`src/rtl/obstacle_collision_detector.sv`:
```
// obstacle_collision_detector
//   Per-pixel collision detector between the obstacle sprite and the step
//   bricks, smiley and shot drawing-request paths. It reports at most one
//   collision and one shot hit per video frame. The collision report carries
//   the obstacle edge that was struck, encoded from the pixel offset inside
//   the sprite.
//
//   Optional feature: when OBSTACLE_HIT_COUNTER_EN is defined, hit_count counts
//   shot hits and saturates at 255. When it is undefined, hit_count is tied to 0.
//
// Ports
//   clk                      system clock
//   resetN                   asynchronous active-low reset
//   startOfFrame             one-clock pulse at the start of each frame
//   obstacle_drawingRequest  current pixel belongs to the obstacle
//   obstacle_offsetX/Y       pixel offset inside the obstacle sprite (unsigned)
//   step_drawingRequest      current pixel belongs to a step brick
//   smiley_drawingRequest    current pixel belongs to the smiley
//   shot_drawingRequest      current pixel belongs to a shot
//   collision                one-clock pulse: obstacle hit a step or the smiley
//   HitEdgeCode              {Left, Top, Right, Bottom} of the last reported hit
//   SHP_shootObstacle        one-clock pulse: a shot overlapped the obstacle
//   hit_count                saturating count of shot hits (optional feature)
module obstacle_collision_detector #(
  parameter int unsigned OBJ_W  = 64,
  parameter int unsigned OBJ_H  = 8,
  parameter int unsigned EDGE_W = 2,
  parameter int unsigned OFFS_W = 11
) (
  input  logic              clk,
  input  logic              resetN,
  input  logic              startOfFrame,
  input  logic              obstacle_drawingRequest,
  input  logic [OFFS_W-1:0] obstacle_offsetX,
  input  logic [OFFS_W-1:0] obstacle_offsetY,
  input  logic              step_drawingRequest,
  input  logic              smiley_drawingRequest,
  input  logic              shot_drawingRequest,
  output logic              collision,
  output logic [3:0]        HitEdgeCode,
  output logic              SHP_shootObstacle,
  output logic [7:0]        hit_count
);

  localparam int unsigned EDGE_CODE_W = 4;
  localparam int unsigned HIT_W       = 8;

  // Edge band thresholds, computed at the width of the offset inputs
  localparam logic [OFFS_W-1:0] LEFT_LIM   = OFFS_W'(EDGE_W);
  localparam logic [OFFS_W-1:0] RIGHT_LIM  = OFFS_W'(OBJ_W - EDGE_W);
  localparam logic [OFFS_W-1:0] TOP_LIM    = OFFS_W'(EDGE_W);
  localparam logic [OFFS_W-1:0] BOTTOM_LIM = OFFS_W'(OBJ_H - EDGE_W);

  typedef enum logic {
    ARMED    = 1'b0,
    REPORTED = 1'b1
  } arm_state_e;

  arm_state_e coll_state, coll_state_nxt;
  arm_state_e shot_state, shot_state_nxt;

  logic                   bump_c;
  logic                   shoot_c;
  logic [EDGE_CODE_W-1:0] edge_code_c;
  logic                   coll_fire_c;
  logic                   shot_fire_c;

  logic                   collision_nxt;
  logic [EDGE_CODE_W-1:0] hit_edge_nxt;
  logic                   shoot_nxt;

  // Overlap terms for the current pixel
  assign bump_c  = obstacle_drawingRequest & (step_drawingRequest | smiley_drawingRequest);
  assign shoot_c = obstacle_drawingRequest & shot_drawingRequest;

  // Edge code {Left, Top, Right, Bottom}. A corner pixel sets two bits.
  assign edge_code_c = {
    (obstacle_offsetX <  LEFT_LIM),
    (obstacle_offsetY <  TOP_LIM),
    (obstacle_offsetX >= RIGHT_LIM),
    (obstacle_offsetY >= BOTTOM_LIM)
  };

  // startOfFrame re-arms first, so an overlap on the frame-start pixel is
  // reported as belonging to the new frame.
  assign coll_fire_c = bump_c  & (startOfFrame | (coll_state == ARMED));
  assign shot_fire_c = shoot_c & (startOfFrame | (shot_state == ARMED));

  // State registers
  always_ff @(posedge clk or negedge resetN) begin
    if (!resetN) begin
      coll_state <= ARMED;
      shot_state <= ARMED;
    end else begin
      coll_state <= coll_state_nxt;
      shot_state <= shot_state_nxt;
    end
  end

  // Next-state logic for both arm/report FSMs
  always_comb begin
    coll_state_nxt = coll_state;
    shot_state_nxt = shot_state;

    if (startOfFrame) begin
      coll_state_nxt = ARMED;
      shot_state_nxt = ARMED;
    end
    if (coll_fire_c) begin
      coll_state_nxt = REPORTED;
    end
    if (shot_fire_c) begin
      shot_state_nxt = REPORTED;
    end
  end

  // Output decode. HitEdgeCode reloads only when a new collision is reported.
  always_comb begin
    collision_nxt = 1'b0;
    hit_edge_nxt  = HitEdgeCode;
    shoot_nxt     = 1'b0;

    if (coll_fire_c) begin
      collision_nxt = 1'b1;
      hit_edge_nxt  = edge_code_c;
    end
    if (shot_fire_c) begin
      shoot_nxt = 1'b1;
    end
  end

  // Output registers
  always_ff @(posedge clk or negedge resetN) begin
    if (!resetN) begin
      collision         <= 1'b0;
      HitEdgeCode       <= '0;
      SHP_shootObstacle <= 1'b0;
    end else begin
      collision         <= collision_nxt;
      HitEdgeCode       <= hit_edge_nxt;
      SHP_shootObstacle <= shoot_nxt;
    end
  end

`ifdef OBSTACLE_HIT_COUNTER_EN
  // Saturating shot-hit counter. It advances on the same edge as the pulse.
  always_ff @(posedge clk or negedge resetN) begin
    if (!resetN) begin
      hit_count <= '0;
    end else if (shot_fire_c && (hit_count != {HIT_W{1'b1}})) begin
      hit_count <= hit_count + HIT_W'(1);
    end
  end
`else
  assign hit_count = HIT_W'(0);
`endif

endmodule
```
`config.mk`:
```
export PLATFORM = sky130hd
export DESIGN_NAME = obstacle_collision_detector
export DESIGN_NICKNAME = d
export VERILOG_FILES = /design/src/rtl/obstacle_collision_detector.sv
export SDC_FILE = /design/constraint.sdc
export NUM_CORES = 1
export LEC_CHECK = 0
export BUFFER_PORTS_ARGS = -buffer_cell sky130_fd_sc_hd__buf_2
export CELL_PAD_IN_SITES_DETAIL_PLACEMENT = 2
export CELL_PAD_IN_SITES_GLOBAL_PLACEMENT = 2
export CORE_MARGIN = 3
export CORE_UTILIZATION = 17
export CTS_BUF_LIST = sky130_fd_sc_hd__clkbuf_8
export DETAILED_ROUTE_END_ITERATION = 10
export PLACE_DENSITY = 0.87
export SLEW_MARGIN = 20
export SYNTH_ARGS = -nofsm -noshare
export SYNTH_HDL_FRONTEND = slang
export SYNTH_SLANG_ARGS = --single-unit
```
`constraint.sdc`:
```
create_clock -name clk -period 1.6 [get_ports clk]
set_clock_uncertainty 0.1 [all_clocks]
set_input_delay 0.4 -clock clk [delete_from_list [all_inputs] [get_ports clk]]
set_output_delay 0.4 -clock clk [all_outputs]
set_load 0.005 [all_outputs]
```
==> flow_summary.ini <==
[pwr]
p_per_area_nw_per_um2 = 825.4
irDropWorstVdd_uv = 379.8
p_leak_nw = 0.3338

[synth]
synth.distinct_cells = 22
avgSynthCellArea_sq_um = 9.782
syn_inst = 44
synth_area_leaders = dfrtp_1 47%, buf_4 14%, a21oi_1 4.7%
ys_seq_elements = 8
synthAdderAreaFrac_pct = 0
synthSimpleGateAreaFrac_pct = 19.19
synth_top_family_by_area = simple AND/OR/NAND/NOR gates
synth-compound-area-share_pct = 14.24
synth_area_sq_um = 430.4
synth_top_area_cell = dfrtp_1
seq_area_frac_synth_pct = 46.51
yosysWarnings = 0
synth-xor-area-share_pct = 0
synth_top_area_share_pct = 46.51
synth.area.mux_share_pct = 2.616

[floorplanning]
core_sq_um = 2297
fp.dieH_um = 56.32
rows = 17
start_util_pct = 18.74
dieWidth_um = 56.32
fp.dieArea_sq_um = 3171
io_pins = 43

[clock_tree]
clkTransAtPathRegs_ns = 0.04
cts-resized-gates = 0
root_buffer = clkbuf_8
clk_latency_ns = 0.23
cts_sinks = 8
cts-htree-levels = 1
cts_max_path_buffers = 2
cts_tree = done
numCtsBuffers = 3

[drt]
viasPerCell = 4.352
ant_nets = 0
wirelength_mm = 1.399
drt_iter0_markers = 2
wl_per_cell_um = 12.95
drc = 0
dr.pass1.iters = 2
num_vias = 470

[global_route]
grtUsageTotal_pct = 9.653
grt_pass1_vias = 538
antenna_found_initial = 0
grt_max_degree = 9
grt_overflow = 0
grt_pass1_wl_mm = 2.339

[final_layout]
fillers = 295
final_cell_mix = 32 x buf_2, 8 x dfrtp_1, 8 x conb_1, 4 x a21oi_1
area_growth_pct = 51.16
layout.cells.non_filler = 108
fin_nets = 111
ff_latch_area_sq_um = 200.2
final_common_cell = buf_2
antennaDiodeCount = 0
fin_util_pct = 28.32
multi_input_area_sq_um = 185.2
drive_gt1_share_pct = 47.50

[status]
run_status = finished clean

[place]
gp_congestion = 0.6228
dp_slack_ns = 0.01893
dpl.hpwl_mm = 1.231
dp_cells = 104
io_buffers = 32

[setup_path]
worstPathArrival_ns = 1.39
worstPathRequired_ns = 1.67
critical_path_class = primary input to register
start_kind = primary input
path_max_fanout = 2
end_kind = register

[timing]
finalSetupTns_ns = 0
setup_ws_ns = 0.2747
finalHoldViolCount = 0
min_period_ns = 1.325
final_max_slew_viol_count = 0
fmax_mhz = 754.5
finalSetupViolations = 0
rsz0062_at_grt = false
hold_slack_ns = 0.2882
fin_crit_sh_pct = 82.83

[worst_hold_path]
hold_class = primary input to register

[run]
cap_violations = 0
synth_stat cells, drive strengths merged:
cell	number
conb	1
nor2	1
nand3	1
dfrtp	8
o21a	1
mux2	1
o21ai	2
and3	1
o32ai	1
nand4	1
a31oi	1
nor4	3
a21oi	4
or4	2
inv	3
nand2b	1
buf	8
a41oi	1
nand2	3
layer usage:
| layer | up-vias | routed length [um] | track usage (%) |
|---|---|---|---|
| met4 | 0 | 13 | 2.034 |
| met5 | - | 0 | 0 |
| met1 | 224 | 399 | 7.521 |
| met2 | 28 | 823 | 20.37 |
| li1 | 216 | - | - |
| met3 | 2 | 163 | 4.828 |
stage by stage:
stage,total power [W],area (sq um)
2_1_floorplan,0.0002554,456.7
3_3_place_gp,0.0002899,599.3
3_5_place_dp,0.0002953,599.3
4_1_cts,0.0005471,650.6
5_1_grt,0.0005704,650.6
6_report,0.0005370,650.6
sequential cells by signal, summed over array words and instances (netlist names):
register,cells
HitEdgeCode,4
shot_state,1
collision,1
coll_state,1
SHP_shootObstacle,1
logic make-up after synthesis:
family | Yosys count
muxes | 1
AOI/OAI and AO/OA | 10
and+or+nand+nor | 13
DFF | 8
buffers and inverters | 11
other | 1
final cells by class:
type | instances | share of cell area, %
well taps | 28 | 5.385
inverters | 3 | 1.731
clock buffers | 3 | 6.346
repair buffers | 34 | 27.31
multi-input cells | 32 | 28.46
flip-flops and latches | 8 | 30.77
path summary, 6_finish.rpt:
kind | startpoint | end | slack, ns | cells past startpoint
worst max-delay path | obstacle_offsetX[10] | HitEdgeCode[3]$_DFFE_PN0P_ | 0.27 | 4
worst min register to register | shot_state$_DFFE_PN0P_ | SHP_shootObstacle$_DFF_PN0_ | 0.36 | 1
min in group asynchronous | resetN | shot_state$_DFFE_PN0P_ | 0.44 | 2
max in group asynchronous | resetN | HitEdgeCode[2]$_DFFE_PN0P_ | 0.78 | 2
worst min-delay path | obstacle_offsetY[2] | HitEdgeCode[2]$_DFFE_PN0P_ | 0.29 | 2
worst max register to register | coll_state$_DFFE_PN0P_ | HitEdgeCode[3]$_DFFE_PN0P_ | 0.47 | 2
critical path, cell delays in order:
cell and delay (ns):
buf_2 0.10, or4_4 0.53, nor4_2 0.21, mux2_1 0.15
what timing repair did:
action                    CTS  global route
hold buffers                1             0
setup buffers               0             0
hold endpoints to repair    8             0
power by group:
group	leakage, nW	switching, W	internal (W)
Sequential	0.0951	0.00000386	0.000212
Clock	0.0216	0.0000804	0.000163
Combinational	0.217	0.0000396	0.0000380
Total	0.334	0.000124	0.000413
No activity file was read; power rests on OpenSTA's default activity.
